<file path="src/rtl/fsm_out_pkg_hdl.sv">
`default_nettype none
// ============================================================================
// Module      : fsm_out_pkg_hdl
// Description : Shared typedefs and width constants for the fsm_out event
//               logger: the event record layout and its packed width.
// Revision    : 1.0 - initial release
// ============================================================================
package fsm_out_pkg_hdl;

  localparam int FSM_STATE_W = 3;
  localparam int FSM_OUT_W   = 4;
  localparam int FSM_TS_W    = 16;

  // One logged transition: new state, new outputs, cycles since last event.
  typedef struct packed {
    logic [FSM_STATE_W-1:0] state;
    logic [FSM_OUT_W-1:0]   out;
    logic [FSM_TS_W-1:0]    delta;
  } fsm_evt_t;

  localparam int FSM_EVT_W = $bits(fsm_evt_t);

endpackage : fsm_out_pkg_hdl
`default_nettype wire

</file>
<file path="src/rtl/fsm_evt_fifo.sv">
`default_nettype none
// ============================================================================
// Module      : fsm_evt_fifo
// Description : Synchronous show-ahead FIFO for event records. Pointers carry
//               one extra wrap bit so full/empty fall out of a subtraction.
//               Head data reads as zero while empty.
// Revision    : 1.0 - initial release
// ============================================================================
module fsm_evt_fifo
  import fsm_out_pkg_hdl::*;
#(
  parameter int W     = FSM_EVT_W,
  parameter int DEPTH = 8
) (
  input  logic                     clk,
  input  logic                     rst_n,
  input  logic                     push_i,
  input  logic [W-1:0]             data_i,
  input  logic                     pop_i,
  input  logic                     flush_i,
  output logic [W-1:0]             data_o,
  output logic                     full_o,
  output logic                     empty_o,
  output logic [$clog2(DEPTH):0]   count_o
);

  localparam int AW = $clog2(DEPTH);
  localparam logic [AW:0] FULL_CNT = (AW+1)'(DEPTH);

  logic [W-1:0] mem_q [DEPTH];
  logic [AW:0]  wptr_q;
  logic [AW:0]  rptr_q;
  logic         do_push;
  logic         do_pop;

  assign count_o = wptr_q - rptr_q;
  assign empty_o = (wptr_q == rptr_q);
  assign full_o  = (count_o == FULL_CNT);

  // A pop frees a slot in the same cycle, so push into a full FIFO is legal then.
  assign do_pop  = pop_i && !empty_o;
  assign do_push = push_i && (!full_o || do_pop);

  assign data_o  = empty_o ? '0 : mem_q[rptr_q[AW-1:0]];

  // Pointer update; flush simply collapses both pointers.
  always_ff @(posedge clk or negedge rst_n) begin
    if (!rst_n) begin
      wptr_q <= '0;
      rptr_q <= '0;
    end else if (flush_i) begin
      wptr_q <= '0;
      rptr_q <= '0;
    end else begin
      if (do_push) wptr_q <= wptr_q + 1'b1;
      if (do_pop)  rptr_q <= rptr_q + 1'b1;
    end
  end

  // Storage array; no reset needed since empty slots are never presented.
  always_ff @(posedge clk) begin
    if (do_push && !flush_i) mem_q[wptr_q[AW-1:0]] <= data_i;
  end

endmodule : fsm_evt_fifo
`default_nettype wire

</file>
<file path="src/rtl/fsm_out_event_logger.sv">
`default_nettype none
// ============================================================================
// Module      : fsm_out_event_logger
// Description : Watches the FSM state/output pair, records every change with
//               the enabled-cycle delta since the previous change, and queues
//               the records for a valid/ready consumer. Sticky overflow flags
//               records lost to a full queue.
// Revision    : 1.0 - initial release
// ============================================================================
module fsm_out_event_logger
  import fsm_out_pkg_hdl::*;
#(
  parameter int STATE_W = FSM_STATE_W,
  parameter int OUT_W   = FSM_OUT_W,
  parameter int TS_W    = FSM_TS_W,
  parameter int DEPTH   = 8
) (
  input  logic                    clk,
  input  logic                    rst_n,
  input  logic                    enable_i,
  input  logic                    clr_i,
  input  logic [STATE_W-1:0]      fsm_state_i,
  input  logic [OUT_W-1:0]        fsm_out_i,
  output logic                    evt_valid_o,
  input  logic                    evt_ready_i,
  output logic [STATE_W-1:0]      evt_state_o,
  output logic [OUT_W-1:0]        evt_out_o,
  output logic [TS_W-1:0]         evt_delta_o,
  output logic [$clog2(DEPTH):0]  count_o,
  output logic                    overflow_o
);

  localparam int REC_W = STATE_W + OUT_W + TS_W;

  logic [STATE_W-1:0] prev_state_q;
  logic [OUT_W-1:0]   prev_out_q;
  logic [TS_W-1:0]    delta_cnt_q;
  logic [TS_W-1:0]    delta_d;
  logic               overflow_q;

  logic               chg;
  logic               push;
  logic               pop;
  logic               drop;
  logic               fifo_full;
  logic               fifo_empty;
  logic [REC_W-1:0]   rec_in;
  logic [REC_W-1:0]   rec_out;

  assign chg = enable_i &&
               ({fsm_state_i, fsm_out_i} != {prev_state_q, prev_out_q});

  // Saturating +1: the delta pins at all-ones rather than wrapping.
  assign delta_d = (delta_cnt_q == '1) ? delta_cnt_q : delta_cnt_q + 1'b1;

  assign evt_valid_o = !fifo_empty;
  assign pop         = evt_valid_o && evt_ready_i && !clr_i;
  assign push        = chg && !clr_i;
  assign drop        = push && fifo_full && !pop;
  assign rec_in      = {fsm_state_i, fsm_out_i, delta_d};

  // Change tracking, delta counter and sticky overflow.
  always_ff @(posedge clk or negedge rst_n) begin
    if (!rst_n) begin
      prev_state_q <= '0;
      prev_out_q   <= '0;
      delta_cnt_q  <= '0;
      overflow_q   <= 1'b0;
    end else if (clr_i) begin
      prev_state_q <= fsm_state_i;
      prev_out_q   <= fsm_out_i;
      delta_cnt_q  <= '0;
      overflow_q   <= 1'b0;
    end else if (enable_i) begin
      prev_state_q <= fsm_state_i;
      prev_out_q   <= fsm_out_i;
      // An event restarts the count even when its record is dropped.
      delta_cnt_q  <= chg ? '0 : delta_d;
      if (drop) overflow_q <= 1'b1;
    end
  end

  assign overflow_o = overflow_q;

  fsm_evt_fifo #(
    .W     (REC_W),
    .DEPTH (DEPTH)
  ) u_fifo (
    .clk     (clk),
    .rst_n   (rst_n),
    .push_i  (push),
    .data_i  (rec_in),
    .pop_i   (pop),
    .flush_i (clr_i),
    .data_o  (rec_out),
    .full_o  (fifo_full),
    .empty_o (fifo_empty),
    .count_o (count_o)
  );

  assign {evt_state_o, evt_out_o, evt_delta_o} = rec_out;

endmodule : fsm_out_event_logger
`default_nettype wire

</file>
<file path="config.mk">
export PLATFORM = sky130hd
export DESIGN_NAME = fsm_out_event_logger
export DESIGN_NICKNAME = d
export VERILOG_FILES = /design/src/rtl/fsm_out_pkg_hdl.sv /design/src/rtl/fsm_evt_fifo.sv /design/src/rtl/fsm_out_event_logger.sv
export SDC_FILE = /design/constraint.sdc
export NUM_CORES = 1
export LEC_CHECK = 0
export ABC_CLOCK_PERIOD_IN_PS = 5400
export BUFFER_PORTS_ARGS = -buffer_cell sky130_fd_sc_hd__buf_2
export CAP_MARGIN = 5
export CORE_UTILIZATION = 50
export DETAILED_ROUTE_END_ITERATION = 10
export PLACE_DENSITY_LB_ADDON = 0.08
export SKIP_CTS_REPAIR_TIMING = 1
export SYNTH_ARGS = -nofsm -noshare
export SYNTH_HDL_FRONTEND = slang
export SYNTH_SLANG_ARGS = --single-unit
export TNS_END_PERCENT = 20
</file>
<file path="constraint.sdc">
create_clock -name clk -period 5.4 [get_ports clk]
set_input_delay 0 -clock clk [delete_from_list [all_inputs] [get_ports clk]]
set_output_delay 0 -clock clk [all_outputs]
set_load 0.1 [all_outputs]
</file>
# Yosys cells after proc, flatten, opt, wreduce, memory -nomap -nowiden
# Memory sizes are Yosys's and may differ from the RTL's.
# Index checks and enable logic that the tools add are counted.
[classes]
add_sub_neg = 4
n_mul = 0
div = 0
n_lt_le_gt_ge = 0
eq_ne = 4
shifts = 0
mux = 18
bitwise = 0
n_reduce_logical = 19
[op_table]
columns = ["operator", "n"]
rows = [
  ["$mux 16", 4],
  ["$mux 4", 6],
  ["$mux 23", 1],
  ["$add 16x1->16 const B", 1],
  ["$eq 16x16->1 const B", 1],
  ["$logic_and 1x1->1", 9],
  ["$add 4x1->4 const B", 2],
  ["$reduce_bool 2->1", 4],
  ["$ne 7x7->1", 1],
  ["$mux 3", 2],
  ["$mux 1", 5],
  ["$eq 4x4->1", 1],
  ["$eq 4x4->1 const B", 1],
  ["$logic_not 1->1", 4],
  ["$sub 4x4->4", 1],
  ["$reduce_and 2->1", 1],
  ["$logic_or 1x1->1", 1],
]
[totals]
ff_bits = 32
latchBits = 0
mem_bits_rw = 184
mem_bits_ro = 0
out_inout_bits = 29
elab_cells = 52
mem_count = 1
[memory_table]
columns = ["name", "words", "width", "rd", "rd_ports_with_merged_regs", "write_ports", "line", "text"]
rows = [
  ["u_fifo.mem_q", 8, 23, 1, 0, 1, "fsm_evt_fifo.sv:30", "logic [W-1:0] mem_q [DEPTH];"],
]

# Depth between registers and ports, before layout
# Gate-level depths: netlist (run 1).
[depth]
depth_word = 10
mapped_depth = 10
depth_no_buf = 9

# Modules after synthesis
# From an unflattened synthesis (run 1), not the netlist that was laid out.
[hier_totals]
cells_unflattened = 597
area_unflattened_um2 = 9303.9
[modules_own_cells]
columns = ["mod", "instances", "cells_each", "area_each_um2"]
rows = [
  ["fsm_evt_fifo", 1, 386, 7548.5],
  ["fsm_out_event_logger", 1, 211, 1755.4],
]

# Least setup slack after synthesis (run 1)
# No wires, ideal clock.
[synth_timing]
path_kind = "register to register"
startpoint = "register u_fifo.rptr_q[1]"
endpoint = "memory u_fifo.mem_q[0][0] in the netlist's numbering, enable pin"
setup_time_ns = 0.461
arrival_time_ns = 5.824
slack_ns = -0.885
path_stages_with_launch = 10
path_buffers = 2
synth_period_minus_slack_ns = 6.285
cell_sequence = "dfrtp_1 -> buf_1 -> buf_2 -> inv_1 -> fa_1 -> xor2_1 -> nor3_1 -> o2111ai_4 -> nand3_4 -> nor4_1"
[synth_between]
word_cells_on_any_way = 13
[synth_rtl]
columns = ["element", "line", "text"]
rows = [
  ["from (decl)", "fsm_evt_fifo.sv:32", "logic [AW:0] rptr_q;"],
  ["from (signal assigned)", "fsm_evt_fifo.sv:56", "if (do_pop) rptr_q <= rptr_q + 1'b1;"],
  ["$sub 4x4->4", "fsm_evt_fifo.sv:36", "assign count_o = wptr_q - rptr_q;"],
  ["net count_o[2]", "fsm_out_event_logger.sv:29", "output logic [$clog2(DEPTH):0] count_o,"],
  ["$eq 4x4->1", "fsm_evt_fifo.sv:38", "assign full_o = (count_o == FULL_CNT);"],
  ["$logic_not 1->1", "fsm_evt_fifo.sv:42", "assign do_push = push_i && (!full_o || do_pop);"],
  ["$logic_or 1x1->1", "fsm_evt_fifo.sv:42", ""],
  ["$logic_and 1x1->1", "fsm_evt_fifo.sv:42", ""],
  ["$logic_and 1x1->1", "fsm_evt_fifo.sv:62", "if (do_push && !flush_i) mem_q[wptr_q[AW-1:0]] <= data_i;"],
  ["$mux 1", "fsm_evt_fifo.sv:62", ""],
  ["$mux 1 (implied by the code)", "fsm_evt_fifo.sv:62", ""],
  ["to (decl)", "fsm_evt_fifo.sv:30", ""],
]
# The timed path passes the listed nets, and every way through them passes these cells.

# Worst setup path after layout (run 1)
[layout_timing]
startpoint = "register u_fifo.wptr_q[0]"
endpoint = "memory u_fifo.mem_q[4][7] in the netlist's numbering, enable pin"
[layout_between]
elab_chain_len = 10
word_cells_on_any_way = 13
[layout_rtl]
columns = ["element", "line", "text"]
rows = [
  ["from (decl)", "fsm_evt_fifo.sv:31", "logic [AW:0] wptr_q;"],
  ["from (signal assigned)", "fsm_evt_fifo.sv:55", "if (do_push) wptr_q <= wptr_q + 1'b1;"],
  ["branches (longest 10 deep; another with $sub 4x4->4)", "-", ""],
]
# Several ways; the timed one is not identified.

==> run_results.csv, run 1 <==
group,metric,value,unit
synthesis,synth_mux_area_share,12.2,%
timing,clock.fmax,288,MHz
cts,cts_num_sinks,216,
cts,cts_max_path_buffers,3,
synthesis,synth_area_leaders,"edfxtp_1, mux4_2, dfrtp_1, nand2_1, a21oi_1",
synthesis,seq_area_frac_synth,69.3,%
die,dieArea,18800,µm²
worst_setup_path,rr_worst_depth,10,
pwr,power_leakage,0.00374,µW
global_routing,met1_usage,33.1,%
min_path,min_from,"enable_i",
global_routing,grt_max_degree,50,
synthesis,syn_inst,565,
synthesis,synth-compound-area-share,4.92,%
cts,clock_latency,510,ps
synthesis,synthAdderAreaFrac,1.04,%
synthesis,ys_types,55,
synthesis,synth_top_family_by_area,"multiplexers",
global_routing,grt_overflow_total,0,
synthesis,synth-warning-count,0,
job,cap_violations,0,
synthesis,avgSynthCellArea,16.2,µm²
pwr,total_power,5840,µW
routing,wl,19.5,mm
global_routing,grt_pass1_wl,30.3,mm
routing,dr.pass1.iters,4,
routing,drt_iter0_markers,406,
timing,worst_pin_slew,1100,ps
synthesis,synth-edff-count,184,
cts,cts_inserted_buffers,23,
die,dieHeight,137,µm
die,start_util,51.0,%
die,fp.dieW,137,µm
worst_setup_path,timing.rr.start,"u_fifo.wptr_q[0]$_DFFE_PN0P_",
synthesis,async_flop_share,14.8,%
synthesis,synth_common_cells,"edfxtp_1, nand2_1, mux4_2",
synthesis,ys_ff_latch,216,
pwr,p_per_area,556,nW/µm²
timing,min_period,3470,ps
timing,finalCritPeriodShare,64.3,%
place,pre_cts_ws,1910,ps
global_routing,use_met3,2.85,%
routing,drc,0,
global_routing,grt_pass1_vias,5090,
routing,dr_total_vias,5076,
cts,cts_tree,"yes",
die,num_rows,49,
timing,slew_headroom,26.3,%
timing,finalClockSkew,21.6,ps
routing,avgViaCountPerCell,5.83,
worst_setup_path,startpoint,"u_fifo.wptr_q[0]$_DFFE_PN0P_",
cells_and_area,nets,644,
cts,clock-root-buffer,"clkbuf_16",
place,place.gp.congestion,0.829,
synthesis,yosysMostFrequentCell,"edfxtp_1",
worst_setup_path,max_stage_delay,690,ps
place,dp_hpwl,12.0,mm
timing,hold_ws,-23.3,ps
timing,drv_slew,0,
timing,rsz0062_at_grt,"no",
worst_setup_path,ff2ff_setup_slack,1930,ps
cells_and_area,syn_to_final_growth,15.2,%
synthesis,synth_ff_type,"edfxtp_1",
timing,worst_slack,1930,ps
cts,clk_pin_slew_worst_paths,60,ps
synthesis,yosysTopAreaCell,"edfxtp_1",
worst_setup_path,crit_type,"flip-flop to flip-flop",
timing,setup_viol,0,
die,ios,41,
worst_setup_path,path_cells,"inv_1, ha_1, inv_1, fa_1, xor2_1, nor3_1, o2111ai_4, nand3_4, nor4b_4, buf_4",
worst_setup_path,crit_path_end_kind,"flip-flop",
worst_setup_path,crit_slowest_cell,"nor4b_4",
status,violations,"negative hold slack",
min_path,hp-class,"input port to flip-flop",
synthesis,synth_xor_area_share,2.29,%
cells_and_area,drive_gt1_share,24.2,%
routing,wire_per_inst,22.5,µm
global_routing,grt_use_met2,34.5,%
synthesis,yosysTopAreaCellShare,60.5,%
status,outcome,"finished, violations left",
synthesis,syn_nets,584,
global_routing,grt-busiest-layer,"met2",
worst_setup_path,worstPathRequired,5570,ps
worst_setup_path,crit_top_cell,"inv_1",
timing,hold_viol_final,6,
global_routing,grt_usage,22.1,%
worst_setup_path,worstPathArrival,3650,ps
global_routing,antenna_found_initial,0,
synthesis,synthSimpleGateAreaFrac,8.18,%
min_path,min_path_cells,4,
cells_and_area,n_antenna_cell,0,
place,portBuffers,40,
synthesis,netlist_area,9130,µm²
die,core-area,17900,µm²
pwr,max-vdd-ir-drop,0.995,mV
worst_setup_path,path_max_fanout,15,
cts,htreeDepth,1,
routing,detail-route-antenna-nets,0,
worst_setup_path,crit_path_start_kind,"flip-flop",
[through the flow]
stage | instances | hold slack (ps) | setup TNS (ps) | util, % | instance area, µm²
after floorplan | 565 | -296 | -92290 | - | 9130
after global placement | 817 | 131 | 0 | 53.7 | 9620
after detailed placement | 817 | 132 | 0 | 53.7 | 9620
after CTS | 858 | -403 | 0 | 58.0 | 10400
after global routing | 870 | 7.77 | 0 | 58.7 | 10500
final | 870 | -23.3 | 0 | 58.7 | 10500
[state kept, by name, summed over array words and instances, names as in the netlist]
register	flops
prev_out_q	4
overflow_o	1
prev_state_q	3
u_fifo.mem_q	184
delta_cnt_q	16
u_fifo.rptr_q	4
u_fifo.wptr_q	4
[cell families (layout without fill, tap and decap cells)]
| kind of cell | after synthesis | after routing |
|---|---|---|
| DFF | 216 | 216 |
| adders and majority gates | 7 | 7 |
| buffers and inverters | 41 | 117 |
| and+or+nand+nor | 152 | 152 |
| AOI/OAI and AO/OA | 73 | 73 |
| xor gates and xnor gates | 23 | 23 |
| muxes | 53 | 53 |
[report_power, final]
group / leakage (µW) / total [µW] / internal (µW) / switching [µW]
Clock: 0.000376 / 1600 / 988 / 616
Sequential: 0.00212 / 1940 / 1890 / 46.5
Combinational: 0.00125 / 2300 / 474 / 1820
Total: 0.00374 / 5840 / 3360 / 2490
[final timing paths]
path	endpoint
setup / recovery	u_fifo.mem_q[4][7]$_DFFE_PP_
hold / removal	prev_state_q[0]$_DFFE_PN0P_
setup reg to reg	u_fifo.mem_q[4][7]$_DFFE_PP_
hold reg to reg	prev_out_q[3]$_DFFE_PN0P_
max in group asynchronous	u_fifo.rptr_q[0]$_DFFE_PN0P_
min in group asynchronous	delta_cnt_q[5]$_DFFE_PN0P_
[layout make-up]
type                    instances  area (µm²)
multi-input cells             308        2660
flip-flops and latches        216        6330
inverters                      11        41.3
well taps                     229         287
fillers                      1380        7390
repair buffers                 65         418
clock inverters                12         163
clock buffers                  29         608
[cell usage in the layout, fill, tap and decap left out, drive strengths merged, types with 2 or more instances in the layout]
cell type,instances
nand3,15
a41oi,2
a21oi,37
and2,2
and4,2
or3,2
nor2,16
o21ai,11
nand2b,5
clkinv,7
nand4,4
dfrtp,32
bufinv,4
xor2,17
buf,53
a31oi,10
mux2i,4
nand2,80
inv,12
clkbuf,29
nor4,7
a22o,3
nor2b,2
and3,5
edfxtp,184
dlygate4sd3,12
mux4,46
nor3,7
xnor2,6
mux2,3
ha,6
a21o,4
[metal layers]
metal | vias up | wire length, µm
li1 | 2296 | -
met1 | 2622 | 8940
met2 | 143 | 9390
met3 | 15 | 994
met4 | 0 | 221
met5 | - | 0
[critical path: cells and delay by family (launching register included)]
family / cells / cell delay [ps]
AO/OA/AOI/OAI: 1 / 150
XOR/XNOR: 1 / 230
adder cells (fa/ha/maj): 2 / 560
buffers and inverters: 3 / 660
flip-flops: 1 / 530
AND/OR/NAND/NOR: 3 / 1010
Power figures use the tool's default switching activity.
==> inputs of run 2 (changes only) <==
ABC_CLOCK_PERIOD_IN_PS = 3300   (was 5400)
clock period = 3.3 ns   (was 5.4 ns; I/O delays follow)
==> run 2 against run 1 <==
Power increased by 78%. Critical path depth decreased by 5. Largest power group unchanged. The run now ends clean. Die area stayed put. Clock-buffer cell count shrank 3. Core utilization is 3.1 points higher. Hold slack gained 120 ps.
==> run_results.csv, run 2 (synthesis results as in run 1) <==
group,metric,value,unit
status,outcome,"complete, no violations",
cts,clk_pin_slew_worst_paths,60,ps
cells_and_area,layoutNonFillerInstCount,879,
pwr,p_comb_share,44.7,%
worst_setup_path,startpoint,"u_fifo.rptr_q[0]$_DFFE_PN0P_",
timing,setup_viol,0,
cts,cts_num_sinks,216,
worst_setup_path,rr_worst_depth,10,
cells_and_area,nets,654,
routing,drt_iter0_markers,389,
job,cap_violations,0,
worst_setup_path,path_max_fanout,49,
place,pre_cts_ws,545,ps
place,placedCellCount,826,
die,dieArea,18800,µm²
cells_and_area,fin_util,61.8,%
cells_and_area,layout_commonest_cell,"edfxtp_1",
place,dp_hpwl,11.5,mm
timing,worst_slack,541,ps
cts,htreeDepth,1,
timing,worst_pin_slew,998,ps
place,place_area,10200,µm²
place,portBuffers,40,
worst_setup_path,worstPathRequired,3300,ps
global_routing,grt_overflow_total,0,
cts,cts_max_path_buffers,3,
pwr,switchingPower,4210,µW
pwr,p_seq_share,30.3,%
routing,avgViaCountPerCell,5.68,
worst_setup_path,crit_type,"flip-flop to primary output",
cells_and_area,n_antenna_cell,0,
cts,clock_latency,500,ps
die,dieHeight,137,µm
global_routing,grt_pass1_vias,5076,
worst_setup_path,crit_path_end_kind,"primary output",
worst_setup_path,r2r-end,"u_fifo.mem_q[6][2]$_DFFE_PP_",
timing,drv_slew,0,
global_routing,antenna_found_initial,0,
routing,wl,18.9,mm
cells_and_area,layout_common_cells,"edfxtp_1, nand2_1, mux4_2",
cts,cts_inserted_buffers,23,
global_routing,grt_usage,21.0,%
worst_setup_path,timing.rr.start,"u_fifo.wptr_q[0]$_DFFE_PN0P_",
timing,slew_headroom,33.4,%
cells_and_area,syn_to_final_growth,21.2,%
timing,rsz0062_at_grt,"no",
pwr,p_int,6190,µW
global_routing,grt_max_degree,50,
routing,detail-route-antenna-nets,0,
cells_and_area,n_fill_cell,1332,
routing,dr_total_vias,4991,
pwr,pwr-share-clk,24.9,%
timing,finalClockSkew,11.8,ps
die,fp.dieW,137,µm
timing,min_period,2760,ps
pwr,p_per_area,940,nW/µm²
cts,clock-root-buffer,"clkbuf_16",
pwr,power_leakage,0.00391,µW
die,start_util,51.0,%
routing,dr.pass1.iters,4,
die,core-area,17900,µm²
place,place.gp.congestion,0.871,
timing,clock.fmax,363,MHz
timing,hold_viol_final,0,
timing,finalCritPeriodShare,83.6,%
cells_and_area,fin_area,11100,µm²
routing,drc,0,
global_routing,grt_pass1_wl,28.9,mm
pwr,max-vdd-ir-drop,1.10,mV
cells_and_area,largest_reg_flops,184,
die,num_rows,49,
worst_setup_path,crit_path_start_kind,"flip-flop",
pwr,swShare,40.5,%
worst_setup_path,worstPathArrival,2760,ps
die,ios,41,
worst_setup_path,ff2ff_setup_slack,580,ps
cells_and_area,drive_gt1_share,26.9,%
routing,wire_per_inst,21.6,µm
cts,cts_tree,"yes",
min_path,hp-class,"input port to asynchronous set/reset pin",
-- run 2: cell types whose count changed in the layout (fill, tap and decap cells not counted), moves of 3 or more --
cell	change
buf_12	+25
buf_2	-23
buf_4	+7
clkinv_2	+4
nor4_2	-4
nor4_4	+4
inv_1	-3
-- run 2: area by class of cell --
| cell class | count | area [µm²] | share of cell area (%) |
|---|---|---|---|
| multi-input combinational | 308 | 2760 | 25.0 |
| timing repair buffer | 75 | 866 | 7.83 |
| sequential | 216 | 6330 | 57.3 |
| clock inverter | 14 | 175 | 1.58 |
| inverter | 11 | 50.0 | 0.453 |
| clock buffer | 26 | 587 | 5.31 |
| tap | 229 | 287 | 2.59 |
-- run 2: worst max path at each step --
| stage | endpoint | cells after the start |
|---|---|---|
| after global placement | u_fifo.mem_q[6][1]$_DFFE_PP_ | 9 |
| after floorplan | u_fifo.mem_q[0][0]$_DFFE_PP_ | 10 |
| after detailed placement | u_fifo.mem_q[6][13]$_DFFE_PP_ | 10 |
| after global routing | evt_delta_o[12] | 5 |
| final | evt_delta_o[3] | 5 |
| after CTS | evt_delta_o[12] | 5 |
-- run 2: per-layer routing --
| layer | global-route usage [%] | wire [µm] | vias to the layer above |
|---|---|---|---|
| met1 | 29.9 | 8240 | 2546 |
| li1 | - | - | 2317 |
| met3 | 2.52 | 864 | 18 |
| met2 | 34.7 | 9610 | 110 |
| met5 | 0 | 0 | - |
| met4 | 5.19 | 230 | 0 |
-- run 2: critical path: stages, from the launching register on --
cell	delay (ps)
dfrtp_4	430
buf_4	760
mux4_2	610
nand2_1	110
a21oi_1	110
buf_12	190
-- run 2: stage by stage --
stage	setup TNS [ps]	hold WS, ps	total power, µW
after floorplan	-25530	-296	6450
after global placement	0	100	7850
after detailed placement	0	108	7880
after CTS	0	-426	10500
after global routing	0	184	10700
final	0	95.8	10400
-- run 2: power by group through the flow --
stage	sequential, µW	clock, µW	combinational, µW
after floorplan	3240	0	3210
after global placement	3200	0	4650
after detailed placement	3210	0	4670
after CTS	3160	2650	4680
after global routing	3170	2740	4830
final	3150	2590	4650
